$ cat src/rtl/display_scan_ctrl.sv
// Four-digit seven-segment scan controller: digit select, coherent digit snapshot, field blink.
// Optional LEAD_ZERO_BLANK_EN blanks a zero hours-tens digit.
module display_scan_ctrl #(
    parameter int unsigned REFRESH_DIV = 100000,
    parameter int unsigned BLINK_DIV   = 25000000
) (
    input  logic       clk,
    input  logic       rst_n,
    input  logic [3:0] min_units,
    input  logic [3:0] min_tens,
    input  logic [3:0] hour_units,
    input  logic [3:0] hour_tens,
    input  logic       adjust_mode,
    input  logic       adjust_field,
    input  logic       display_on,
    output logic [3:0] numbers,
    output logic [1:0] sw,
    output logic       enable
);

    localparam int unsigned RW = $clog2(REFRESH_DIV);
    localparam int unsigned BW = $clog2(BLINK_DIV);
    localparam logic [RW-1:0] REFRESH_LAST = RW'(REFRESH_DIV - 1);
    localparam logic [BW-1:0] BLINK_LAST   = BW'(BLINK_DIV - 1);

    logic [RW-1:0]     refresh_cnt;
    logic [BW-1:0]     blink_cnt;
    logic              blink_phase;
    logic              adjust_q;
    logic              shadow_valid;
    logic [3:0][3:0]   shadow;

    logic              scan_tick_c;
    logic              blink_wrap_c;
    logic              adjust_rise_c;
    logic              phase_nxt_c;
    logic [1:0]        sw_nxt_c;
    logic              load_c;
    logic [3:0][3:0]   shadow_nxt_c;
    logic              in_field_c;
    logic              blink_blank_c;
    logic              lead_blank_c;
    logic              enable_nxt_c;

    // Next-slot digit, enable and blink phase, all resolved for the value sw is about to take.
    always_comb begin
        scan_tick_c   = (refresh_cnt == REFRESH_LAST);
        blink_wrap_c  = (blink_cnt == BLINK_LAST);
        adjust_rise_c = adjust_mode & ~adjust_q;
        phase_nxt_c   = blink_phase;
        if (adjust_rise_c) begin
            phase_nxt_c = 1'b1;
        end else if (blink_wrap_c) begin
            phase_nxt_c = ~blink_phase;
        end
        sw_nxt_c      = sw + 2'd1;
        load_c        = scan_tick_c & ((sw == 2'b11) | ~shadow_valid);
        shadow_nxt_c  = shadow;
        if (load_c) begin
            shadow_nxt_c = {hour_tens, hour_units, min_tens, min_units};
        end
        in_field_c    = adjust_field ? sw_nxt_c[1] : ~sw_nxt_c[1];
        blink_blank_c = adjust_mode & ~phase_nxt_c & in_field_c;
`ifdef LEAD_ZERO_BLANK_EN
        lead_blank_c  = (sw_nxt_c == 2'b11) && (shadow_nxt_c[3] == 4'd0);
`else
        lead_blank_c  = 1'b0;
`endif
        enable_nxt_c  = display_on & ~blink_blank_c & ~lead_blank_c;
    end

    // Refresh divider sets the digit slot length.
    always_ff @(posedge clk or negedge rst_n) begin
        if (!rst_n) begin
            refresh_cnt <= '0;
        end else if (scan_tick_c) begin
            refresh_cnt <= '0;
        end else begin
            refresh_cnt <= refresh_cnt + RW'(1);
        end
    end

    // Free-running blink divider, restarted visible on entry to adjust mode.
    always_ff @(posedge clk or negedge rst_n) begin
        if (!rst_n) begin
            blink_cnt   <= '0;
            blink_phase <= 1'b1;
            adjust_q    <= 1'b0;
        end else begin
            adjust_q    <= adjust_mode;
            blink_phase <= phase_nxt_c;
            if (adjust_rise_c || blink_wrap_c) begin
                blink_cnt <= '0;
            end else begin
                blink_cnt <= blink_cnt + BW'(1);
            end
        end
    end

    // Shadow digits reload only at frame start (and on the very first slot after reset).
    always_ff @(posedge clk or negedge rst_n) begin
        if (!rst_n) begin
            shadow       <= '0;
            shadow_valid <= 1'b0;
        end else if (load_c) begin
            shadow       <= shadow_nxt_c;
            shadow_valid <= 1'b1;
        end
    end

    // Outputs advance together once per slot.
    always_ff @(posedge clk or negedge rst_n) begin
        if (!rst_n) begin
            sw      <= 2'b00;
            numbers <= 4'd0;
            enable  <= 1'b0;
        end else if (scan_tick_c) begin
            sw      <= sw_nxt_c;
            numbers <= shadow_nxt_c[sw_nxt_c];
            enable  <= enable_nxt_c;
        end
    end

endmodule

$ cat config.mk
export PLATFORM = sky130hd
export DESIGN_NAME = display_scan_ctrl
export DESIGN_NICKNAME = d
export VERILOG_FILES = /design/src/rtl/display_scan_ctrl.sv
export SDC_FILE = /design/constraint.sdc
export NUM_CORES = 1
export LEC_CHECK = 0
export CAP_MARGIN = 20
export CORE_UTILIZATION = 57
export DETAILED_ROUTE_END_ITERATION = 12
export PLACE_DENSITY = 0.79
export SYNTH_ARGS = -nofsm -noshare
export SYNTH_HDL_FRONTEND = slang
export SYNTH_SLANG_ARGS = --single-unit
$ cat constraint.sdc
create_clock -name clk -period 5.9 [get_ports clk]
set_clock_uncertainty 0.05 [all_clocks]
set_input_delay 0.885 -clock clk [delete_from_list [all_inputs] [get_ports clk]]
set_output_delay 0.885 -clock clk [all_outputs]
set_load 0.01 [all_outputs]
==> flow_summary.yaml, run 1 <==
critical_path:
  cpMostUsedCell: "and4_1"
  regToRegSetupSlack_ns: 3.04
  cp.required_ns: 6.04
  crit_arrival_ns: 3.00
  worstSetupPathType: "reg -> reg"
  path_cells: "ha_1 -> and4_1 -> and4_1 -> nand2_4 -> mux2_4 -> o311ai_1 -> o21ai_1"
  timing.rr.end: "numbers[0]"
  start_kind: "flop"
  cp-end-kind: "flop"
  cp_max_fo: 23
  reg2regPathDepth: 7
  rr_startpoint: "refresh_cnt[0]"
  cpPeakStageDelay_ns: 0.78
  critPathSlowestCell: "and4_1"
floorplan:
  rows: 27
  die_y_um: 77.6
  core-area_um2: 5510
  die_w_um: 77.6
  initial_utilization_pct: 59.2
  pin_count: 28
  dieArea_um2: 6020
timing:
  fmax_mhz: 349
  drv_slew: 0
  setup_viol: 0
  hold_viol: 0
  worstMarginPinSlew_ns: 0.850
  timing.final.crit_share_pct: 48.5
  rsz0062_at_grt: "false"
  fin_setup_tns_ns: 0
  slew_headroom_pct: 43.3
  period_minus_slack_ns: 2.86
finish:
  nets: 373
  area_growth_pct: 15.7
  diodes: 0
  final_cell_mix: "67 x dfrtp_1, 55 x nand2_1, 39 x nor2_1"
  fin_util_pct: 68.4
  drive_gt1_share_pct: 9.32
  layout_commonest_cell: "dfrtp_1"
hold_path:
  min_path_cells: 2
  hp-class: "reg -> reg"
  min-delay-start: "shadow[10]"
  whs_endpoint: "shadow[10]"
clocking:
  clock_latency_ns: 0.33
  htree_levels: 3
  clock-sinks: 68
  cts_tree: "built"
  clk_path_buf_depth: 2
  hold_buffers: 0
  post_cts_buffers: 0
  cts_resized: 0
  path_clk_slew_ns: 0.07
  cts_inserted_buffers: 9
  cts_root_buf: "clkbuf_8"
grt:
  antenna_found_initial: 0
  grt_pass1_wl_um: 10500
  grt_pass1_vias: 2386
  grt-ovfl-total: 0
  grt_max_degree: 69
  grt_use_total_pct: 22.5
synth:
  synth_nets: 346
  netlist_top_cells_area: "dfrtp_1 51%, nand2_1 6.3%, xor2_1 5.6%"
  synth.avg_cell_area_um2: 10.1
  synth-xor-area-share_pct: 10.2
  synthesis.area_um2: 3260
  synth.top_cell.area_share_pct: 51.5
  ys_types: 45
  yosys.area_share.simple_pct: 25.0
  synth_top_family_by_area: "simple AND/OR/NAND/NOR gates"
  async_flop_share_pct: 100
  muxShareOfSynthArea_pct: 3.69
  synth_adder_area_share_pct: 1.15
  synth_top_area_cell: "dfrtp_1"
  yosysWarningCount: 0
  ys_ff_latch: 68
  synth_edf_count: 0
  synth_compound_area_share_pct: 5.07
  synth_ff_type: "dfrtp_1"
  synthCells: 322
  synth-seq-area-share_pct: 52.3
power_and_ir_drop:
  p_per_area_nw_per_um2: 246
  p_leak_uw: 0.00169
  irDropWorstVdd_mv: 0.176
detailed_routing:
  drtIter0Drc: 172
  first_pass_iters: 4
  ant_nets: 0
  drcViolationCount: 0
  wl_um: 5920
  via_per_inst: 5.54
  drt-wirelength-per-cell_um: 13.9
  vias: 2359
run:
  drv_cap: 0
outcome:
  outcome: "finished, final reports clean"
placement:
  port_buffers: 27
  place_congestion: 0.824
  dp_hpwl_um: 4060
where the power goes:
group | switching (µW) | internal [µW]
Combinational | 23.2 | 24.5
Clock | 173 | 215
Sequential | 11.4 | 477
worst max-delay path: cells and delay by family, from the launching register on:
family / cells / cell delay, ns
AND/OR/NAND/NOR: 3 / 1.36
flip-flops: 1 / 0.40
multiplexers: 1 / 0.38
AO/OA/AOI/OAI: 2 / 0.33
adder cells (fa/ha/maj): 1 / 0.21
synthesized netlist by cell type (2+ instances only):
library cell	instances
o21ai_1	2
nor2b_1	2
inv_1	7
nand3_1	18
and4bb_2	2
mux4_2	3
nand4bb_1	2
mux2_2	2
clkbuf_1	6
a21oi_1	4
or4_1	2
buf_2	4
o311ai_1	2
o21ai_0	7
and4_1	5
a41oi_1	2
ha_1	3
nor3_1	5
o211ai_1	2
or3_1	3
and3_1	9
nor2_1	39
mux2_4	2
xor2_1	21
nand4_1	6
nand2b_1	2
xnor2_1	17
and2_1	6
nand2_1	55
dfrtp_1	67
cell type report:
cell class / count / area (µm²)
Clock buffer: 11 / 151
Timing Repair Buffer: 28 / 273
Clock inverter: 5 / 50.0
Sequential cell: 68 / 1700
Fill cell: 414 / 1740
Tap cell: 72 / 90.1
Inverter: 8 / 30.0
Multi-Input combinational cell: 234 / 1470
per-layer routing:
metal	part of all wire [%]	vias to the layer above	wire (µm)	global-route usage [%]
met2	46	45	2740	35.8
met4	1.4	0	80	8.87
li1	-	1147	-	-
met1	49	1160	2930	31.0
met3	2.9	7	170	3.53
met5	0	-	0	0
metrics by stage:
stage               cell area [µm²]  hold WS, ns  instances  total power (µW)  worst slack [ns]
finish                         3770        0.420        426               925              3.04
global route                   3770        0.457        426               958              2.80
CTS                            3770        0.420        426               930              3.00
detailed placement             3570        0.405        410               546              3.03
global placement               3570        0.396        410               544              3.13
floorplan                      3260        0.384        322               516              3.88
flip-flops by register name, summed over array words and instances, names as in the netlist:
signal	cells
sw	2
blink_phase	1
numbers	4
refresh_cnt	17
blink_cnt	25
adjust_q	1
enable	1
shadow	16
shadow_valid	1
kinds of logic after synthesis:
group,after synthesis
compound gates,25
xor+xnor,38
mux,7
simple gates,161
buf+inv,20
flops,68
fa+ha+maj,3
worst max-delay path by stage:
stage	start	end	slack (ns)	cells past startpoint
after floorplan	refresh_cnt[0]	numbers[0]	3.88	8
after global placement	refresh_cnt[0]	numbers[0]	3.13	7
after detailed placement	refresh_cnt[0]	numbers[2]	3.03	7
after CTS	refresh_cnt[0]	numbers[2]	3.00	7
after global routing	refresh_cnt[0]	numbers[0]	2.80	7
final	refresh_cnt[0]	numbers[0]	3.04	7
Power figures use the tool's default switching activity.
==> inputs of run 2 (changes only) <==
- clock period: 5.9 -> 2.9 ns (I/O delays scaled with it)
==> flow_summary.yaml, run 2 (synthesized netlist as in run 1, its figures left out) <==
critical_path:
  timing.rr.end: "numbers[2]"
  start_kind: "flop"
  cp.required_ns: 3.06
  path_cells: "ha_1 -> nor2b_1 -> mux4_2 -> nor2_1 -> a41oi_1 -> o311ai_1 -> o21ai_1"
  cpPeakStageDelay_ns: 0.57
  cp-end-kind: "flop"
  cp_top_family: "multiplexers"
  cp_max_fo: 10
  crit_arrival_ns: 2.55
  regToRegSetupSlack_ns: 0.51
  crit_cells: 7
  critPathSlowestCell: "mux4_2"
  reg2regPathDepth: 7
  timing.critical_path.buf_inv: 0
  worstSetupPathType: "reg -> reg"
  rr_startpoint: "sw[0]"
finish:
  fin_cells: 429
  largest_reg_flops: 25
  area_growth_pct: 15.5
  final_cell_mix: "67 x dfrtp_1, 55 x nand2_1, 39 x nor2_1"
  layout_commonest_cell: "dfrtp_1"
  top_regs: "blink_cnt: 25 flops, refresh_cnt: 17 flops, shadow: 16 flops"
  nets: 376
  final_area_um2: 3760
  drive_gt1_share_pct: 9.24
  diodes: 0
  regMostFlops: "blink_cnt"
  fin_util_pct: 68.3
detailed_routing:
  first_pass_iters: 4
  ant_nets: 0
  drt-wirelength-per-cell_um: 14.8
  wl_um: 6350
  drcViolationCount: 0
  via_per_inst: 5.62
  drtIter0Drc: 142
  vias: 2411
timing:
  rsz0062_at_grt: "false"
  timing.final.crit_share_pct: 82.5
  period_minus_slack_ns: 2.39
  fmax_mhz: 418
  fin_setup_tns_ns: 0
  hold_viol: 0
  worstMarginPinSlew_ns: 0.835
  setup_viol: 0
  slew_headroom_pct: 44.3
  drv_slew: 0
power_and_ir_drop:
  totalPowerFinal_uw: 1780
  p_per_area_nw_per_um2: 474
  clockPowerShare_pct: 38.7
  pwr-share-comb_pct: 5.6
  power.internal_uw: 1380
  irDropWorstVdd_mv: 0.384
  power_switching_share_pct: 22.7
  seqPwrFrac_pct: 55.7
  p_leak_uw: 0.00169
  p_sw_uw: 404
clocking:
  cts_tree: "built"
  cts_resized: 0
  path_clk_slew_ns: 0.07
  clk_path_buf_depth: 2
  htree_levels: 3
  cts_inserted_buffers: 9
  clock-sinks: 68
  clock_latency_ns: 0.34
  cts_root_buf: "clkbuf_8"
  post_cts_buffers: 0
  hold_buffers: 0
placement:
  place_congestion: 0.816
  dpl_cell_area_um2: 3590
  dp.cells: 413
  port_buffers: 27
  dp_hpwl_um: 4310
floorplan:
  dieArea_um2: 6020
  die_w_um: 77.6
  pin_count: 28
  core-area_um2: 5510
  rows: 27
  die_y_um: 77.6
  initial_utilization_pct: 59.2
grt:
  grt-ovfl-total: 0
  grt_pass1_wl_um: 11400
  grt_max_degree: 69
  grt_pass1_vias: 2459
  antenna_found_initial: 0
  grt_use_total_pct: 24.5
run:
  drv_cap: 0
outcome:
  outcome: "finished, final reports clean"
hold_path:
  hp-class: "in -> async"
run 2: cell types whose count changed in the layout (fill, tap and decap cells not counted):
cell,delta
clkinv_2,-2
buf_4,+3
clkbuf_1,+3
bufinv_16,-1
run 2: per-layer routing:
metal,global-route usage (%),wire length (µm),vias to the layer above,share of wire (%)
met5,0,0,-,0
met4,10.2,118,0,1.9
met3,4.94,310,13,4.9
met2,37.9,2970,76,47
met1,33.7,2950,1164,46
li1,-,-,1158,-
run 2: layout make-up:
type,instances,area (µm²)
multi-input cells,234,1470
flip-flops and latches,68,1700
repair buffers,31,295
inverters,8,30.0
clock buffers,14,163
well taps,72,90.1
fillers,423,1740
clock inverters,2,10.0
run 2: power groups by stage:
stage	clock network, µW	logic, µW	registers (µW)
2_1_floorplan	0	42.8	1010
3_3_place_gp	0	98.6	1010
3_5_place_dp	0	100	1010
4_1_cts	699	101	992
5_1_grt	740	115	995
6_report	690	99.0	993
run 2: worst max-delay path by stage:
stage | startpoint | to | slack [ns]
finish | sw[0] | numbers[2] | 0.51
global route | sw[0] | numbers[0] | 0.32
CTS | sw[0] | numbers[2] | 0.52
detailed placement | sw[0] | numbers[0] | 0.54
global placement | sw[0] | numbers[2] | 0.65
floorplan | refresh_cnt[0] | numbers[0] | 0.88
run 2: through the flow:
| step | setup slack, ns | hold WS (ns) |
|---|---|---|
| 2_1_floorplan | 0.878 | 0.0894 |
| 3_3_place_gp | 0.655 | 0.400 |
| 3_5_place_dp | 0.536 | 0.412 |
| 4_1_cts | 0.516 | 0.270 |
| 5_1_grt | 0.319 | 0.330 |
| 6_report | 0.508 | 0.224 |
